===== config.mk =====
export PLATFORM = sky130hd
export DESIGN_NAME = fifo_ctrl_param
export DESIGN_NICKNAME = d
export VERILOG_FILES = /design/src/rtl/fifo_pkg.sv /design/src/rtl/fifo_ram.sv /design/src/rtl/fifo_ctrl_param.sv
export SDC_FILE = /design/constraint.sdc
export NUM_CORES = 1
export LEC_CHECK = 0
export ABC_AREA = 0
export BUFFER_PORTS_ARGS = -buffer_cell sky130_fd_sc_hd__buf_4
export CORE_AREA = 2 2 165 167
export CTS_CLUSTER_DIAMETER = 100
export DETAILED_ROUTE_END_ITERATION = 12
export DIE_AREA = 0 0 167 169
export PLACE_DENSITY = 0.61
export RECOVER_POWER = 50
export SLEW_MARGIN = 20
export SYNTH_ARGS = -nofsm -noshare
export SYNTH_HDL_FRONTEND = slang
export SYNTH_HIERARCHICAL = 1
export SYNTH_SLANG_ARGS = --single-unit

===== constraint.sdc =====
create_clock -name clk -period 7.4 [get_ports clk]
set_clock_uncertainty 0.15 [all_clocks]
set_input_delay 1.48 -clock clk [delete_from_list [all_inputs] [get_ports clk]]
set_output_delay 1.48 -clock clk [all_outputs]
set_load 0.02 [all_outputs]

===== src/rtl/fifo_pkg.sv =====
// fifo_pkg: shared pointer-width helper and error-flag type for the parametrised FIFO
package fifo_pkg;
  function automatic int ptr_w(input int depth);
    return $clog2(depth) + 1;
  endfunction
  typedef struct packed {
    logic overflow;
    logic underflow;
  } err_t;
endpackage


===== src/rtl/fifo_ram.sv =====
// fifo_ram: simple dual-port register array, synchronous write, registered read
//   clk_i/rst_i   clock, async active-high reset (clears only the read register)
//   we_i/waddr_i/wdata_i  write port
//   re_i/raddr_i/rdata_o  read port, rdata_o updates one clock after re_i and holds otherwise
module fifo_ram #(
  parameter int WIDTH = 8,
  parameter int DEPTH = 32
) (
  input  logic                     clk_i,
  input  logic                     rst_i,
  input  logic                     we_i,
  input  logic [$clog2(DEPTH)-1:0] waddr_i,
  input  logic [WIDTH-1:0]         wdata_i,
  input  logic                     re_i,
  input  logic [$clog2(DEPTH)-1:0] raddr_i,
  output logic [WIDTH-1:0]         rdata_o
);
  logic [WIDTH-1:0] mem_q [DEPTH];
  always_ff @(posedge clk_i)
    if (we_i) mem_q[waddr_i] <= wdata_i;
  always_ff @(posedge clk_i or posedge rst_i)
    if (rst_i) rdata_o <= '0;
    else if (re_i) rdata_o <= mem_q[raddr_i];
endmodule


===== src/rtl/fifo_ctrl_param.sv =====
// fifo_ctrl_param: parametrised single-clock FIFO with count, almost flags and sticky errors
//   clk, rst              clock, async active-high reset
//   wr, wr_data, wr_en    write request / data / accepted strobe
//   rd, rd_en             read request / accepted strobe
//   rd_data, rd_valid     registered read word, valid one clock after rd_en
//   wr_ptr, rd_ptr        pointers with wrap bit in the MSB
//   count, emp, full, almost_full, almost_empty   occupancy status
//   overflow, underflow, clr_err                  sticky rejection flags and their clear
module fifo_ctrl_param
  import fifo_pkg::*;
#(
  parameter int WIDTH    = 8,
  parameter int DEPTH    = 32,
  parameter int AF_LEVEL = DEPTH - 4,
  parameter int AE_LEVEL = 4
) (
  input  logic                       clk,
  input  logic                       rst,
  input  logic                       wr,
  input  logic [WIDTH-1:0]           wr_data,
  input  logic                       rd,
  input  logic                       clr_err,
  output logic                       wr_en,
  output logic                       rd_en,
  output logic [WIDTH-1:0]           rd_data,
  output logic                       rd_valid,
  output logic [ptr_w(DEPTH)-1:0]    wr_ptr,
  output logic [ptr_w(DEPTH)-1:0]    rd_ptr,
  output logic [ptr_w(DEPTH)-1:0]    count,
  output logic                       emp,
  output logic                       full,
  output logic                       almost_full,
  output logic                       almost_empty,
  output logic                       overflow,
  output logic                       underflow
);
  localparam int AW = $clog2(DEPTH);
  localparam int PW = ptr_w(DEPTH);
  localparam logic [PW-1:0] ONE = PW'(1);
  localparam logic [PW-1:0] AF  = PW'(AF_LEVEL);
  localparam logic [PW-1:0] AE  = PW'(AE_LEVEL);
  logic [PW-1:0] wr_ptr_q, wr_ptr_d, rd_ptr_q, rd_ptr_d, count_q, count_d;
  logic          rd_valid_q;
  err_t          err_q, err_d;
  // Empty/full come from the pointers; the wrap bit distinguishes a full lap from empty.
  assign emp  = wr_ptr_q == rd_ptr_q;
  assign full = (wr_ptr_q[AW-1:0] == rd_ptr_q[AW-1:0]) & (wr_ptr_q[AW] != rd_ptr_q[AW]);
  always_comb begin
    rd_en    = rd & ~emp;
    // A write while full only fits if the same-cycle read frees a slot.
    wr_en    = wr & (~full | rd_en);
    wr_ptr_d = wr_en ? wr_ptr_q + ONE : wr_ptr_q;
    rd_ptr_d = rd_en ? rd_ptr_q + ONE : rd_ptr_q;
    count_d  = (wr_en & ~rd_en) ? count_q + ONE :
               (rd_en & ~wr_en) ? count_q - ONE : count_q;
    // A fresh error in the clearing cycle must survive the clear.
    err_d.overflow  = (wr & ~wr_en) | (err_q.overflow & ~clr_err);
    err_d.underflow = (rd & ~rd_en) | (err_q.underflow & ~clr_err);
  end
  always_ff @(posedge clk or posedge rst)
    if (rst) begin
      wr_ptr_q   <= '0;
      rd_ptr_q   <= '0;
      count_q    <= '0;
      rd_valid_q <= 1'b0;
      err_q      <= '0;
    end else begin
      wr_ptr_q   <= wr_ptr_d;
      rd_ptr_q   <= rd_ptr_d;
      count_q    <= count_d;
      rd_valid_q <= rd_en;
      err_q      <= err_d;
    end
  fifo_ram #(.WIDTH(WIDTH), .DEPTH(DEPTH)) u_ram (
    .clk_i   (clk),
    .rst_i   (rst),
    .we_i    (wr_en),
    .waddr_i (wr_ptr_q[AW-1:0]),
    .wdata_i (wr_data),
    .re_i    (rd_en),
    .raddr_i (rd_ptr_q[AW-1:0]),
    .rdata_o (rd_data)
  );
  assign wr_ptr       = wr_ptr_q;
  assign rd_ptr       = rd_ptr_q;
  assign count        = count_q;
  assign rd_valid     = rd_valid_q;
  assign almost_full  = count_q >= AF;
  assign almost_empty = count_q <= AE;
  assign overflow     = err_q.overflow;
  assign underflow    = err_q.underflow;
endmodule

==> metrics.txt <==
Pint=3.43 mW; RSZ-0062 raised after global routing=false; Resize count post-CTS=0; outcome=complete, but fails checks; Syn. warnings=6; Sink Count=about 290; dpl hpwl=16000 um; combinational share of power=32.0%; Placer Congestion=0.893; GR Overflow Total=0; main flop type after synthesis=edfxtp_1; layout cells sized above 1=between 10% and 20%; total negative slack=0 ns; die height=around 170 um; CTS max path bufs=3; worst vdd ir=0.302 mV; largest net degree at the start of global routing=62; sequential area share after synthesis=a little under three quarters; Hold WC Path Type=flop to flop; Avg Inst Size Synth=about 17 sq um; most area-hungry cell type in the Yosys netlist=edfxtp_1; Synth Area in Compound Gates=6.93%; gr usage total=18.0%; ANT nets after route=0; Final Hold Violating Endpoints=0; post-synthesis mux area share=12.2%; Die ar.=28200 sq um; fraction of registers with async set/reset=10.2%; Core ar.=26500 sq um; initial core utilization=about 44%; Max-Cap Viols=8; Seq cells post-synth=285; Root Buffer=clkbuf_16; Max transition margin=-16.1%; final worst-path cycle share=63.0%; Lkg Pwr=~4.6 nW; initial antenna violation count=0; drt wl/cell=around 23 um; Mapped Nets=726; Min Clock Period, post-route=4.66 ns; overall die width=167 um; DRC Markers=0; first-pass GRT wire length=38600 um; Clock power frac=26.6%; Worst EP required=5.77 ns; TritonRoute pass-1 iters=5; DRC violation total after the first TritonRoute iteration=~660; vias in the first global route=between 6000 and 7000; Rows=60; worst-skew pair later-pin latency=around 0.54 ns; Post-Route WL=approximately 26000 um; setup repair bufs after CTS=0; Placed Area=around 12000 sq um; Storage cell area=8420 sq um; final setup vio count=0; Worst-Margin Slew=1.74 ns; sequential power share=roughly two fifths; Reg clk slew, reported paths=0.06 ns; Fmax achieved=214 MHz; CTS Buf Count=29; fin nets=774; Netlist cell types=57; failing checks=max-capacitance violations, max-slew violations; Simple-Gate Fraction of Synth Area=4.27%; Pwr per Cell Area=397 nW/um^2; Multi-input gate area=3000 sq um; EDFF count, synth=256; crit path capture type=output pin; final max-slew violation count=between 200 and 300; CTS tree=yes; placed cell count=1063; WP data arrival=3.03 ns; Mapped Area=11700 sq um; cell area after layout=13100 sq um; largest family of logic cells by synthesized area=multiplexers; post-synthesis adder-cell area fraction=0.921%; Vias/cell=5.69; Net Sw Frac=34.3%; Mapped Cells=705; layout overhead on the synthesized area=12.4%; share of the synthesized area in the top cell type=around two thirds; routed vias=approximately 6300; Synth Area in XOR/XNOR=1.70%; Layout fillers=2183; final non-filler cell total=approximately 1100; I/O pin total=48; CTS hold repair buffers=0; H-tree depth=1; Port Buffers=47; synth top area cells=edfxtp_1 (66%), mux2i_1 (11%), dfrtp_1 (6.2%); critical path class=flop to output pin; diode count=0; CP startpoint kind=flop; net switching power figure=1.79 mW; crit path max fanout=13
registers in the layout, indices dropped and copies added, names as in the netlist:
signal         count
underflow          1
overflow           1
u_ram/mem_q      256
rd_valid           1
wr_ptr             6
u_ram/rdata_o      8
count              6
rd_ptr             6
placed cells by master (no fill, tap or decap), types with 2 or more instances in the layout:
| master | n |
|---|---|
| a21o_1 | 2 |
| a21oi_1 | 35 |
| a22oi_1 | 64 |
| buf_4 | 42 |
| bufinv_16 | 2 |
| clkbuf_1 | 16 |
| clkbuf_16 | 30 |
| clkinv_1 | 5 |
| clkinv_2 | 6 |
| dfrtp_1 | 28 |
| edfxtp_1 | 256 |
| ha_1 | 7 |
| inv_1 | 7 |
| mux2_1 | 2 |
| mux2_2 | 9 |
| mux2i_1 | 128 |
| nand2_1 | 11 |
| nand2b_1 | 2 |
| nand3_1 | 3 |
| nand3b_1 | 5 |
| nand4_1 | 3 |
| nor2_1 | 39 |
| nor3_1 | 2 |
| nor4_1 | 11 |
| o21ai_0 | 2 |
| o21ai_1 | 4 |
| or3b_2 | 3 |
| xnor2_1 | 11 |
| xor2_1 | 8 |
critical path: stages, from the launching register on:
cell and delay [ns]:
dfrtp_1 0.79, xor2_1 0.16, nor2_1 0.32, nand2_4 0.10, o21ai_0 0.47, inv_1 0.39, buf_4 0.27
metal layers:
layer	vias to the layer above	global-route usage (%)	wire (um)	part of all wire (%)
li1	2861	-	-	-
met1	3198	25.6	11700	45
met2	235	28.4	11800	46
met3	55	3.69	1650	6.4
met4	0	4.87	638	2.5
met5	-	0	0	0
cell usage after synthesis, drive strengths merged, types with 5 or more instances:
master,n
inv,7
o21ai,6
edfxtp,256
xnor2,12
nor4,11
mux2,12
a21oi,35
xor2,9
a22oi,64
nand3b,5
mux2i,128
nand2,12
clkbuf,15
buf,20
ha,7
dfrtp,29
nor2,41
path summary, 6_finish.rpt:
path | start | end | slack (ns) | cells after the start
setup / recovery | wr_ptr[2] | rd_en | 2.74 | 6
hold reg to reg | u_ram/rdata_o[4] | u_ram/rdata_o[4] | 0.37 | 1
min in group asynchronous | rst | u_ram/rdata_o[3] | 0.76 | 2
max in group asynchronous | rst | rd_ptr[0] | 5.50 | 2
setup reg to reg | wr_ptr[2] | u_ram/mem_q[21][2] | 3.42 | 5
hold / removal | u_ram/rdata_o[4] | u_ram/rdata_o[4] | 0.37 | 1
kinds of logic after synthesis:
logic type                 Yosys count
DFF                                285
muxes                              140
AOI/OAI and AO/OA                  116
and+or+nand+nor                     93
buffers and inverters               42
xor gates and xnor gates            21
adders and majority gates            8
power groups by stage:
stage | clock network (mW) | registers (mW) | logic [mW]
2_1_floorplan | 0 | 2.17 | 1.18
3_3_place_gp | 0 | 2.18 | 1.68
3_5_place_dp | 0 | 2.19 | 1.69
4_1_cts | 1.42 | 2.16 | 1.69
5_1_grt | 1.48 | 2.19 | 1.78
6_report | 1.39 | 2.16 | 1.67
final cells by class:
class                   instances  area share (%)
clock buffers                  37            5.99
clock inverters                15           0.943
inverters                       7           0.200
multi-input cells             378            22.8
flip-flops and latches        285            64.1
well taps                     341            3.25
repair buffers                 52            2.69
stage by stage:
stage	hold WS, ns	setup slack (ns)	utilization (%)	total power, mW
2_1_floorplan	0.460	3.79	-	3.35
3_3_place_gp	0.347	3.47	46.4	3.86
3_5_place_dp	0.357	3.46	46.4	3.88
4_1_cts	0.374	3.17	49.9	5.27
5_1_grt	0.401	2.56	49.6	5.45
6_report	0.369	2.74	49.6	5.22
Note: power is estimated with default switching activity, not from simulation.
